$ cat config.mk
export PLATFORM = sky130hd
export DESIGN_NAME = button_debounce
export DESIGN_NICKNAME = d
export VERILOG_FILES = /design/src/rtl/button_pkg.sv /design/src/rtl/button_sync.sv /design/src/rtl/button_debounce.sv
export SDC_FILE = /design/constraint.sdc
export NUM_CORES = 1
export LEC_CHECK = 0
export BUFFER_PORTS_ARGS = -buffer_cell sky130_fd_sc_hd__buf_2
export CAP_MARGIN = 15
export CORE_ASPECT_RATIO = 1.2
export CORE_MARGIN = 8
export CORE_UTILIZATION = 40
export DETAILED_ROUTE_END_ITERATION = 10
export SETUP_SLACK_MARGIN = 0.4
export SYNTH_ARGS = -nofsm -noshare
export SYNTH_HDL_FRONTEND = slang
export SYNTH_HIERARCHICAL = 1
export SYNTH_SLANG_ARGS = --single-unit
$ cat constraint.sdc
create_clock -name CLK -period 2.8 [get_ports CLK]
set_input_delay 0.7 -clock CLK [delete_from_list [all_inputs] [get_ports CLK]]
set_output_delay 0.7 -clock CLK [all_outputs]
set_load 0.1 [all_outputs]
$ cat src/rtl/button_pkg.sv
// Shared types and default timing for the push-button input path.
//   btn_state_t         : debounce FSM states
//   CLK_HZ              : board system clock (36 MHz)
//   DEBOUNCE_CYCLES_DEF : 10 ms of stable samples at CLK_HZ
//   LONG_CYCLES_DEF     : 1 s long-press threshold at CLK_HZ
package button_pkg;

    typedef enum logic [1:0] {
        IDLE,
        ARMING,
        HELD,
        DISARMING
    } btn_state_t;

    localparam int unsigned CLK_HZ              = 36000000;
    localparam int unsigned DEBOUNCE_CYCLES_DEF = CLK_HZ / 100;
    localparam int unsigned LONG_CYCLES_DEF     = CLK_HZ;

endpackage

$ cat src/rtl/button_sync.sv
// Two-flop synchroniser for a single asynchronous pin.
//   CLK   : destination clock
//   RST_N : async active-low reset, both flops load RESET_VAL
//   d     : asynchronous input
//   q     : synchronised output
module button_sync #(
    parameter logic RESET_VAL = 1'b0
) (
    input  logic CLK,
    input  logic RST_N,
    input  logic d,
    output logic q
);

    logic meta_q;
    logic sync_q;

    always_ff @(posedge CLK or negedge RST_N) begin
        if (!RST_N) begin
            meta_q <= RESET_VAL;
            sync_q <= RESET_VAL;
        end else begin
            meta_q <= d;
            sync_q <= meta_q;
        end
    end

    assign q = sync_q;

endmodule

$ cat src/rtl/button_debounce.sv
// Debounced push-button conditioner.
//   CLK     : system clock, rising edge
//   RST_N   : async active-low reset
//   BTN     : raw asynchronous button pin
//   PRESSED : debounced level, 1 while the button is accepted as held
//   PRESS   : one-cycle pulse on each accepted press
//   RELEASE : one-cycle pulse on each accepted release
//   LONG    : one-cycle pulse once per press after LONG_CYCLES of holding
module button_debounce
    import button_pkg::*;
#(
    parameter int unsigned DEBOUNCE_CYCLES = DEBOUNCE_CYCLES_DEF,
    parameter int unsigned LONG_CYCLES     = LONG_CYCLES_DEF,
    parameter bit          ACTIVE_LOW      = 1'b1
) (
    input  logic CLK,
    input  logic RST_N,
    input  logic BTN,
    output logic PRESSED,
    output logic PRESS,
    output logic RELEASE,
    output logic LONG
);

    localparam int unsigned DW = $clog2(DEBOUNCE_CYCLES);
    localparam int unsigned LW = $clog2(LONG_CYCLES + 1);

    localparam logic [DW-1:0] DMAX = DW'(DEBOUNCE_CYCLES - 1);
    localparam logic [LW-1:0] LMAX = LW'(LONG_CYCLES - 1);
    localparam logic [LW-1:0] LSAT = LW'(LONG_CYCLES);

    logic act;

    // Normalise polarity before synchronising so the reset level is always "not pressed".
    button_sync #(
        .RESET_VAL (1'b0)
    ) u_sync (
        .CLK   (CLK),
        .RST_N (RST_N),
        .d     (BTN ^ ACTIVE_LOW),
        .q     (act)
    );

    btn_state_t    state_q, state_d;
    logic [DW-1:0] dcnt_q, dcnt_d;
    logic [LW-1:0] lcnt_q, lcnt_d;
    logic          pressed_q, pressed_d;
    logic          press_q, press_d;
    logic          rel_q, rel_d;
    logic          long_q, long_d;

    always_comb begin
        state_d   = state_q;
        dcnt_d    = dcnt_q;
        lcnt_d    = lcnt_q;
        press_d   = 1'b0;
        rel_d     = 1'b0;
        long_d    = 1'b0;

        unique case (state_q)
            IDLE: begin
                if (act) begin
                    state_d = ARMING;
                    dcnt_d  = DW'(1);
                end
            end
            ARMING: begin
                if (!act) begin
                    state_d = IDLE;
                    dcnt_d  = '0;
                end else if (dcnt_q == DMAX) begin
                    state_d = HELD;
                    dcnt_d  = '0;
                    lcnt_d  = '0;
                    press_d = 1'b1;
                end else begin
                    dcnt_d = dcnt_q + DW'(1);
                end
            end
            HELD: begin
                // Timer runs every HELD cycle and parks at LSAT so LONG fires once per press.
                if (lcnt_q != LSAT) begin
                    lcnt_d = lcnt_q + LW'(1);
                end
                if (lcnt_q == LMAX) begin
                    long_d = 1'b1;
                end
                if (!act) begin
                    state_d = DISARMING;
                    dcnt_d  = DW'(1);
                end
            end
            DISARMING: begin
                // lcnt is frozen here: a release bounce pauses the long-press timer.
                if (act) begin
                    state_d = HELD;
                    dcnt_d  = '0;
                end else if (dcnt_q == DMAX) begin
                    state_d = IDLE;
                    dcnt_d  = '0;
                    rel_d   = 1'b1;
                end else begin
                    dcnt_d = dcnt_q + DW'(1);
                end
            end
            default: begin
                state_d = IDLE;
                dcnt_d  = '0;
            end
        endcase

        pressed_d = (state_d == HELD) || (state_d == DISARMING);
    end

    always_ff @(posedge CLK or negedge RST_N) begin
        if (!RST_N) begin
            state_q   <= IDLE;
            dcnt_q    <= '0;
            lcnt_q    <= '0;
            pressed_q <= 1'b0;
            press_q   <= 1'b0;
            rel_q     <= 1'b0;
            long_q    <= 1'b0;
        end else begin
            state_q   <= state_d;
            dcnt_q    <= dcnt_d;
            lcnt_q    <= lcnt_d;
            pressed_q <= pressed_d;
            press_q   <= press_d;
            rel_q     <= rel_d;
            long_q    <= long_d;
        end
    end

    assign PRESSED = pressed_q;
    assign PRESS   = press_q;
    assign RELEASE = rel_q;
    assign LONG    = long_q;

endmodule
==> results of run 1 <==
==> area by class of cell <==
class,count,share of cell area [%]
multi-input cells,228,48.2
well taps,90,3.59
repair buffers,12,2.40
clock buffers,6,2.32
clock inverters,2,1.12
flip-flops and latches,52,41.5
inverters,7,0.839
==> worst reg2reg max path, cell delays in order (launching register included) <==
cell and delay, ps:
dfrtp_1 630, and4b_1 280, nand4_1 220, o31ai_4 620
o21ai_0 180, a21oi_1 140
==> cells in the final DEF (no fill, tap or decap), types with 2 or more instances in the layout <==
master / n
o31ai_1: 2
nand2_1: 30
xor2_1: 13
and2_1: 5
buf_2: 6
mux2i_1: 6
inv_1: 7
or3_1: 7
dfrtp_1: 52
nand4_1: 14
buf_4: 6
nand3_1: 19
nor3b_1: 2
and4_1: 2
a21oi_1: 15
and3_1: 7
nor4b_2: 3
o21a_1: 2
a22o_1: 3
clkbuf_8: 5
nor4_1: 4
nand4_2: 2
o21ai_0: 11
nor2_1: 25
a41oi_1: 2
ha_1: 3
xnor2_1: 3
or4_1: 3
a31oi_1: 9
nor3_1: 7
nor3_2: 2
nor4b_1: 3
or2_2: 2
==> per-stage QoR <==
stage	worst slack, ps	std cells
finish	654	397
global route	458	397
CTS	585	397
detailed placement	620	389
global placement	616	389
floorplan	447	298
==> registers in the layout (all words and copies together), names as in the netlist <==
signal	count
LONG	1
PRESS	1
PRESSED	1
RELEASE	1
dcnt_q	19
lcnt_q	26
state_q	1
u_sync/meta_q	1
u_sync/q	1
==> how the worst max path moves through the flow <==
stage / startpoint / to / slack, ps
2_1_floorplan: PRESSED / lcnt_q[14] / 450
3_3_place_gp: PRESSED / dcnt_q[10] / 620
3_5_place_dp: PRESSED / dcnt_q[18] / 620
4_1_cts: PRESSED / dcnt_q[10] / 580
5_1_grt: PRESSED / lcnt_q[8] / 460
6_report: PRESSED / PRESSED / 650
==> power groups by stage <==
stage	Combinational (mW)	Sequential (mW)	Clock (mW)
after global routing	0.0680	0.772	0.562
after global placement	0.0578	0.785	0
after floorplan	0.0368	0.779	0
after CTS	0.0593	0.770	0.535
after detailed placement	0.0589	0.785	0
final	0.0579	0.770	0.516
==> cell families after synthesis <==
family                     count (synthesis)
AOI/OAI and AO/OA                         52
and+or+nand+nor                          149
buffers and inverters                     18
adders and majority gates                  3
xor gates and xnor gates                  17
DFF                                       52
muxes                                      7
==> layer usage <==
metal  vias up  track usage, %  wire, um
li1       1107               -         -
met1      1113            15.1      2710
met2        19            23.3      3200
met3         8            2.55       149
met4         0            3.97        66
met5         -               0         0
==> Yosys cell counts (all sizes together), types with 4 or more instances <==
master  number
inv          7
nor4b        6
xor2        14
nor4         5
nand4       17
nand3       20
a21oi       15
buf         10
or3          7
and3         7
o21ai       12
mux2i        6
nor2        26
nand2       30
a31oi       10
and2         5
or4          4
dfrtp       52
nor3         9
==> metrics.md, run 1 <==
| Metric | Value |
|---|---|
| Outcome | completed |
| Critical path's slowest cell | dfrtp_1 |
| Fill count | 719 |
| Sequential share of power | 57.3% |
| CP max FO | 10 |
| Critical path depth | 1 |
| Worst r2r path cells | 5 |
| Delay-heaviest family, CP | flip-flops |
| Post-layout util | between 40% and 50% |
| Clock transition at path regs | 90 ps |
| CP Data Required Time | 2100 ps |
| Area contributors post-synth | dfrtp_1 (45%), xor2_1 (3.9%), nand2_1 (3.9%) |
| Area delta synth->final | 8.30% |
| DR vias/cell | 5.66 |
| Largest net degree at the start of global routing | 22 |
| Sequential cell area | 1300 um2 |
| Top cell type's share of synthesized area | between 40% and 50% |
| Layout cell share with drive strength beyond 1 | 12.7% |
| Core Box Area | 7150 um2 |
| Final setup violation count | 0 |
| Die width | 93.6 um |
| H-tree levels | 2 |
| Critical-path cell list | buf_2 |
| Final ANT Viol Nets | 0 |
| Mux share of post-synthesis cell area | 2.47% |
| Ys async rst share | 100% |
| Number of synthesized register bits | 52 |
| Most common flop cell mapped by yosys | dfrtp_1 |
| Die area | 10200 um2 |
| Net count after synthesis | 304 |
| Fmax | 466 MHz |
| Reg2reg end | lcnt_q[20] |
| YS warnings | 6 |
| WP data arrival | around 1500 ps |
| Mapped cell area | ~2900 um2 |
| CP Class | reg -> out |
| # hold bufs at CTS | 0 |
| Global-route wire length before repair | 10.7 mm |
| Vias in the first global route | about 2200 |
| Clock root buffer | clkbuf_8 |
| FP Rows | 34 |
| Clk sinks | 52 |
| Wire per inst | 15.4 um |
| Post-route design area | 3130 um2 |
| Final net count | between 300 and 400 |
| Syn_area_per_cell | 9.71 um2 |
| Post-CTS setup buffer count | 0 |
| Routed via count | 2247 |
| Initial drt markers | just under 80 |
| I/O Pins | 7 |
| Setup tns final | 0 ps |
| Max-Cap Viols | 0 |
| Final Max Tran Viols | 0 |
| Period minus WS final | 2150 ps |
| CTS resizes | 0 |
| TritonCTS clock tree | yes |
| Max_slew headroom | 61.8% |
| Crit-path max cell delay | about 630 ps |
| RSZ-0062 raised after global routing | no |
| Cells after synthesis | 298 |
| Number of synthesized flops with an enable pin | 0 |
| Total gr overflow | 0 |
| Slew @ Worst Pin | roughly 570 ps |
| GPL Wtd Cong | 0.799 |
| Tot Pwr | ~1.3 mW |
| Hold_ws | 303 ps |
| Adder-Cell Fraction of Synth Area | 1.30% |
| Switch Pwr | approximately 300 uW |
| GRT Overall Usage | 12.9% |
| Maximum vdd drop | about 0.27 mV |
| Crit end category | primary output |
| Final wirelength | 6.13 mm |
| Clock Latency Late Sink | 300 ps |
| Hold Fails Final Rpt | 0 |
| Initial antenna violation count | 0 |
| DRC | 0 |
| Cell Area, Placed | between 3000 and 4000 um2 |
| Synth Area in XOR/XNOR | under 10% |
| Critical path buffer and inverter count | 1 |
| Max Buffers Root-to-Sink | 2 |
| Clock network power share | 38.4% |
| Leakage power | 1.32 nW |
| Starting density of the core | 40.5% |
| # diodes | 0 |
| Area of the multi-input gates | about 1500 um2 |
| Fin crit share | 76.6% |
| Internal | roughly 1.0 mW |
| Hold crit path type | in -> async |
| Clock Skew | 9.05 ps |
| CP startpoint kind | flop |
| FF-to-FF Start | PRESSED |
| Hpwl dp | between 4 and 5 mm |
| Pwr Density | 429 nW/um2 |
| Compound-cell area share of the yosys netlist | about 11% |
| Comb pwr share | roughly 4.3% |
| Post-synthesis sequential area ratio | 45.0% |
| Die Ht | 109 um |
| R2R Setup Slk | around 680 ps |
| Sw Ratio | 22.3% |
| Yosys top cell by area | dfrtp_1 |
| Synth unique cells | between 50 and 60 |
| Cts bufs inserted | 5 |
| TritonRoute pass-1 iters | 4 |
| Post-synthesis simple-gate area fraction | 31.1% |
| IO Port Bufs | 6 |
| Largest family of logic cells by synthesized area | simple AND/OR/NAND/NOR gates |
No activity file was read; power rests on OpenSTA's default activity.
==> inputs of run 2 (changes only) <==
--- a/config.mk
+++ b/config.mk
@@ -5,6 +5,7 @@
 export SDC_FILE = /design/constraint.sdc
 export NUM_CORES = 1
 export LEC_CHECK = 0
+export ABC_AREA = 1
 export BUFFER_PORTS_ARGS = -buffer_cell sky130_fd_sc_hd__buf_2
 export CAP_MARGIN = 15
 export CORE_ASPECT_RATIO = 1.2
==> constraint.sdc (replaced) <==
create_clock -name CLK -period 2.1 [get_ports CLK]
set_input_delay 0.525 -clock CLK [delete_from_list [all_inputs] [get_ports CLK]]
set_output_delay 0.525 -clock CLK [all_outputs]
set_load 0.1 [all_outputs]
==> metrics.md, run 2 <==
| Metric | Value |
|---|---|
| Outcome | completed |
| Pwr Density | 423 nW/um2 (-1.5%) |
| Final Max Tran Viols | 0 (unchanged) |
| WP data arrival | 1930 ps (+480 ps) |
| Clock Latency Late Sink | 300 ps (about the same) |
| Mapped cell area | 3290 um2 (+14%) |
| Final ANT Viol Nets | 0 (unchanged) |
| TritonCTS clock tree | yes |
| Max Buffers Root-to-Sink | 2 (unchanged) |
| RSZ-0062 raised after global routing | yes |
| IO Port Bufs | 6 (unchanged) |
| Critical path depth | 11 (+10) |
| GPL Wtd Cong | 0.934 (+17%) |
| Hpwl dp | 6.16 mm (+37%) |
| GRT Overall Usage | 16.0% (+3.1 points) |
| Max reg flops | 26 (unchanged) |
| Most common cell in the netlist | nand2_1 |
| Fin crit share | 82.3% |
| Die Ht | 115 um (+5.6%) |
| Vias in the first global route | 3137 (+41%) |
| Total gr overflow | 0 (unchanged) |
| H-tree levels | 2 (unchanged) |
| Area of the multi-input gates | 1990 um2 (+32%) |
| Commonest cells in the netlist | nand2_1 (166), nor2_1 (82), dfrtp_1 (52) |
| CP startpoint kind | flop |
| Starting density of the core | 40.8% (+0.29 points) |
| Crit-path max cell delay | 440 ps (-190 ps) |
| Core Box Area | 8060 um2 (+13%) |
| Area contributors post-synth | dfrtp_1 (40%), nand2_1 (19%), nor2_1 (9.4%) |
| DR vias/cell | 5.23 (-7.7%) |
| Reg2reg end | lcnt_q[18] |
| R2R Setup Slk | 370 ps (-310 ps) |
| CP Class | reg -> reg |
| Slew @ Worst Pin | 499 ps (-74.3 ps) |
| Ys async rst share | 100% (unchanged) |
| Worst path most repeated cell | nand3_1 |
| Top cell type's share of synthesized area | 39.6% (-5.4 points) |
| Post-layout util | 49.8% (+5.9 points) |
| CP Data Required Time | 2300 ps (+200 ps) |
| CP max FO | 7 (-3) |
| Period minus WS final | 1730 ps |
| Die width | 98.8 um (+5.5%) |
| Hold Fails Final Rpt | 0 (unchanged) |
| Cells after synthesis | 488 (+64%) |
| Initial antenna violation count | 0 (unchanged) |
| Initial drt markers | 162 (+110%) |
| Crit end category | flop |
| Most common flop cell mapped by yosys | dfrtp_1 |
| Syn_area_per_cell | 6.74 um2 (-31%) |
| I/O Pins | 7 (unchanged) |
| Max-Cap Viols | 0 (unchanged) |
| Hold crit path type | in -> async |
| Critical path buffer and inverter count | 2 (+1) |
| Sequential cell area | 1310 um2 (+0.96%) |
| # diodes | 0 (unchanged) |
| Delay-heaviest family, CP | simple AND/OR/NAND/NOR gates |
| Clock Skew | 16.1 ps (+7.07 ps) |
| Final net count | 533 (+71%) |
| FP Rows | 36 (+5.9%) |
| Post-synthesis sequential area ratio | 39.6% (-5.4 points) |
| Most common cell after layout, fill and taps aside | nand2_1 |
| Critical-path cell list | inv_2 > ha_4 > nand3_1 > nor2_1 > nand3_1 > nor2_2 > nor2_4 > buf_12 > nand2_8 > nand2_2 > nand2_1 |
| YS warnings | 6 (unchanged) |
| Maximum vdd drop | 0.214 mV (-19%) |
| Largest net degree at the start of global routing | 23 (+4.5%) |
| Most frequent cells in the layout | nand2_1 (149), nor2_1 (72), nand3_1 (46), dfrtp_1 (44), inv_1 (39) |
| Area delta synth->final | 22.1% |
| # hold bufs at CTS | 0 (unchanged) |
| Fill count | 772 (+7.4%) |
| Clk sinks | 52 (unchanged) |
| Clock transition at path regs | 100 ps (about the same) |
| Routed via count | 3256 (+45%) |
| TritonRoute pass-1 iters | 4 (unchanged) |
| Cts bufs inserted | 5 (unchanged) |
| Largest registers | lcnt_q x26, dcnt_q x19 |
| Leakage power | 1.78 nW (+35%) |
| Global-route wire length before repair | 14.7 mm (+38%) |
| Synth unique cells | 33 (-40%) |
| Die area | 11400 um2 (+11%) |
| Wire per inst | 14.2 um (-8.1%) |
| Reg with most FFs | lcnt_q |
| Number of synthesized flops with an enable pin | 0 (unchanged) |
| Net count after synthesis | 494 (+63%) |
| Clock root buffer | clkbuf_8 |
| DRC | 0 (unchanged) |
| Max_slew headroom | 66.7% (+5.0 points) |
| Layout cell share with drive strength beyond 1 | 23.1% (+10 points) |
| Fmax | 579 MHz |
| FF-to-FF Start | lcnt_q[1] |
| Final wirelength | 8.83 mm (+44%) |
| Number of synthesized register bits | 52 (unchanged) |
| Yosys top cell by area | dfrtp_1 |
| Critical path's slowest cell | dfrtp_1 |
| Final setup violation count | 0 (unchanged) |
| Worst r2r path cells | 11 (+6) |
| Setup tns final | 0 ps (unchanged) |
==> run 2: cell count changes after synthesis, moves of 9 or more <==
cell	change
nand2_1	+136
nor2_1	+57
inv_1	+36
nand3_1	+29
nand2_2	+13
a21oi_1	-11
a31oi_1	-9
==> run 2: power breakdown <==
part | switching, mW | internal (mW)
registers | 0.0100 | 1.01
clock network | 0.323 | 0.235
logic | 0.0696 | 0.0485
==> run 2: worst max path at each step <==
stage                     startpoint          to  slack, ps
after floorplan            lcnt_q[0]  lcnt_q[22]        440
after CTS                  dcnt_q[0]  lcnt_q[18]        360
after global placement     dcnt_q[0]   lcnt_q[8]        290
after detailed placement   lcnt_q[0]  lcnt_q[18]        160
after global routing       dcnt_q[0]  lcnt_q[12]        310
final                      lcnt_q[1]  lcnt_q[18]        370
==> run 2: per-layer routing <==
metal / track usage [%] / share of wire, % / vias to the layer above
met4: 8.31 / 4.1 / 0
met2: 29.2 / 51 / 70
met3: 2.42 / 2.9 / 32
met5: 0 / 0 / -
li1: - / - / 1624
met1: 17.6 / 42 / 1530
==> run 2: logic make-up (layout without fill, tap and decap cells) <==
logic type	after synthesis	count (layout)	synth area share, %
buffers and inverters	55	92	6.85
and+or+nand+nor	345	348	45.3
xor gates and xnor gates	11	11	2.93
adders and majority gates	3	3	1.14
DFF	52	52	39.6
AOI/OAI and AO/OA	22	22	4.15
==> run 2: metrics by stage <==
| step | hold slack, ps | area [um2] | cells | power, mW | setup slack (ps) |
|---|---|---|---|---|---|
| floorplan | 229 | 3290 | 488 | 1.07 | 442 |
| global placement | 334 | 3460 | 590 | 1.11 | 287 |
| detailed placement | 341 | 3460 | 590 | 1.12 | 163 |
| CTS | 183 | 3770 | 610 | 1.72 | 359 |
| global route | 204 | 4010 | 623 | 1.77 | 307 |
| finish | 170 | 4010 | 623 | 1.70 | 372 |
==> run 2: area by class of cell <==
cell class | count | share of cell area, %
Sequential cell | 52 | 32.7
Multi-Input combinational cell | 384 | 49.6
Tap cell | 95 | 2.96
Timing Repair Buffer | 35 | 8.04
Inverter | 49 | 4.68
Clock inverter | 1 | 0.125
Clock buffer | 7 | 1.90
==> run 2: repair_timing <==
| action | in CTS | in global routing |
|---|---|---|
| setup buffers | 10 | 12 |
| setup endpoints to repair | 39 | 38 |
| pin swaps | 10 | 16 |
| gates cloned | 2 | 1 |
| hold endpoints to repair | 0 | 0 |
| gates resized for setup | 24 | 43 |
==> run 2: worst register-to-register path, stage by stage, from the launching register on <==
cell	delay, ps
dfrtp_1	440
inv_2	70
ha_4	160
nand3_1	80
nor2_1	50
nand3_1	100
nor2_2	70
nor2_4	250
buf_12	190
nand2_8	90
nand2_2	70
nand2_1	50
==> inputs of run 3 (changes only) <==
==> constraint.sdc (replaced) <==
create_clock -name CLK -period 1.65 [get_ports CLK]
set_input_delay 0.4125 -clock CLK [delete_from_list [all_inputs] [get_ports CLK]]
set_output_delay 0.4125 -clock CLK [all_outputs]
set_load 0.1 [all_outputs]
==> metrics.md, run 3 (synthesized netlist as in run 2, its figures left out) <==
| Metric | Value |
|---|---|
| Outcome | completed |
| Most frequent cells in the layout | nand2_1 (145), buf_4 (56), nor2_1 (50), dfrtp_1 (43), nand3_1 (37) |
| Total gr overflow | 0 (unchanged) |
| Most common cell after layout, fill and taps aside | nand2_1 |
| Critical path's slowest cell | dfrtp_1 |
| TritonCTS clock tree | yes |
| IO Port Bufs | 6 (unchanged) |
| Final setup violation count | 0 (unchanged) |
| Hold Fails Final Rpt | 0 (unchanged) |
| Largest net degree at the start of global routing | 36 (+57%) |
| Finished Layout Cells | 660 (+5.9%) |
| Final Max Tran Viols | 0 (unchanged) |
| Period minus WS final | 1610 ps (-115 ps) |
| Starting density of the core | 40.8% (unchanged) |
| GPL Wtd Cong | 0.878 (-6.0%) |
| TritonRoute pass-1 iters | 4 (unchanged) |
| Critical-path cell list | ha_2 > nand3_2 > nor2_4 > nand3_4 > buf_6 > nand3_4 > inv_6 > o211ai_1 > nand2_1 |
| DRC | 0 (unchanged) |
| Worst path most repeated cell | nand3_4 |
| Sequential cell area | 1320 um2 (about the same) |
| Area delta synth->final | 38.9% |
| Clock Latency Late Sink | 320 ps (+20 ps) |
| Core Box Area | 8060 um2 (unchanged) |
| Final net count | 570 (+6.9%) |
| # hold bufs at CTS | 0 (unchanged) |
| CP max FO | 6 (-1) |
| Die Ht | 115 um (unchanged) |
| Vias in the first global route | 3347 (+6.7%) |
| Max_slew headroom | 82.1% (+15 points) |
| GRT Overall Usage | 17.0% (+0.97 points) |
| Final ANT Viol Nets | 0 (unchanged) |
| Max-Cap Viols | 0 (unchanged) |
| Initial drt markers | 169 (+4.3%) |
| CP startpoint kind | flop |
| Comb pwr share | 7.1% (about the same) |
| Met3 WL | 263 um (+1.5%) |
| Setup tns final | 0 ps (unchanged) |
| Setup WS pre-CTS | 36.1 ps (-127 ps) |
| Max reg flops | 26 (unchanged) |
| # diodes | 0 (unchanged) |
| Die width | 98.8 um (unchanged) |
| Initial antenna violation count | 0 (unchanged) |
| H-tree levels | 2 (unchanged) |
| WP data arrival | 1800 ps (-130 ps) |
| CP Class | reg -> reg |
| Wire per inst | 14.2 um (-0.21%) |
| Clock transition at path regs | 110 ps (about the same) |
| Met2 WL | 4.99 mm (+11%) |
| Cts bufs inserted | 5 (unchanged) |
| I/O Pins | 7 (unchanged) |
| Final wirelength | 9.34 mm (+5.7%) |
| Hold crit path type | in -> async |
| Largest registers | lcnt_q x26, dcnt_q x19 |
| Switch Pwr | 583 uW (+45%) |
| Sw Ratio | 24.4% (+0.70 points) |
| Slew @ Worst Pin | 267 ps (-232 ps) |
| Hpwl dp | 6.75 mm (+9.6%) |
| Global-route wire length before repair | 15.7 mm (+6.2%) |
| Reg with most FFs | lcnt_q |
| DR vias/cell | 5.07 (-3.1%) |
| Crit-path max cell delay | 390 ps (-50 ps) |
| WL met1 | 3.74 mm (+0.32%) |
| Routed via count | 3344 (+2.7%) |
| Post-route setup slack | 36.8 ps (-335 ps) |
| Crit end category | flop |
| Die area | 11400 um2 (unchanged) |
| Maximum vdd drop | 0.328 mV (+53%) |
| Clock root buffer | clkbuf_8 |
| Internal | 1.80 mW (+40%) |
| Pwr Density | 523 nW/um2 (+24%) |
| Clk sinks | 52 (unchanged) |
| Fill count | 761 (-1.4%) |
| Sequential share of power | 54.2% (-5.9 points) |
| DR top layer | met4 |
| Clock network power share | 38.6% (+5.7 points) |
| Fin crit share | 97.8% (+15 points) |
| Max Buffers Root-to-Sink | 2 (unchanged) |
| RSZ-0062 raised after global routing | yes |
| CP Data Required Time | 1840 ps (-460 ps) |
| FP Rows | 36 (unchanged) |
| DP Cell Count | 624 (+5.8%) |
| Leakage power | 2.08 nW (+17%) |
| Clock Skew | 20.2 ps (+4.09 ps) |
| Layout cell share with drive strength beyond 1 | 35.9% (+13 points) |
| Fmax | 620 MHz (+7.1%) |
| Area of the multi-input gates | 2120 um2 (+6.4%) |
run 3: changes by cell type in the layout (fill, tap and decap cells not counted), sizes merged:
cell    delta
buf       +40
nand2      -3
clkbuf     -2
bufinv     +1
inv        +1
run 3: area by class of cell:
cell class	instances	share of cell area, %
timing repair buffer	75	15.2
sequential	52	28.8
clock inverter	3	1.01
clock buffer	5	1.51
tap	95	2.60
multi-input combinational	381	46.4
inverter	49	4.55
run 3: worst paths after layout:
| check | start | end | slack, ps | cells after the start |
|---|---|---|---|---|
| max | dcnt_q[1] | dcnt_q[10] | 40 | 9 |
| min | RST_N | lcnt_q[22] | 50 | 2 |
| max reg2reg | dcnt_q[1] | dcnt_q[10] | 40 | 9 |
| min reg2reg | u_sync/meta_q | u_sync/q | 360 | 0 |
| max in group asynchronous | RST_N | dcnt_q[12] | 1350 | 2 |
| min in group CLK | BTN | u_sync/meta_q | 220 | 2 |
run 3: worst max-delay path, delay by kind of cell (launching register included):
kind	cells	cell delay [ps]
AND/OR/NAND/NOR	5	580
adder cells (fa/ha/maj)	1	200
flip-flops	1	390
buffers and inverters	2	220
AO/OA/AOI/OAI	1	100
run 3: through the flow:
step / hold WS [ps] / total power [mW] / util (%) / instance area (um2)
after CTS: 51.5 / 2.41 / 52.9 / 4270
after detailed placement: 336 / 1.45 / 48.3 / 3890
final: 49.5 / 2.39 / 56.6 / 4560
after global routing: 52.9 / 2.49 / 56.6 / 4560
after global placement: 332 / 1.45 / 48.3 / 3890
after floorplan: 117 / 1.38 / - / 3430
run 3: timing repair:
action	CTS	global route
resized for setup	40	73
buffers inserted	18	10
pin swaps	10	24
endpoints found under the setup margin	54	54
hold endpoints to repair	0	0
run 3: power groups by stage:
stage | logic [mW] | clock network (mW) | registers, mW
after detailed placement | 0.133 | 0 | 1.32
final | 0.170 | 0.923 | 1.30
after global routing | 0.186 | 1.01 | 1.30
after CTS | 0.155 | 0.959 | 1.29
after global placement | 0.129 | 0 | 1.32
after floorplan | 0.0613 | 0 | 1.32
run 3: routing by layer:
metal | global-route usage [%] | vias up
li1 | - | 1693
met1 | 18.1 | 1566
met2 | 31.9 | 61
met3 | 2.54 | 24
met4 | 8.10 | 0
met5 | 0 | -
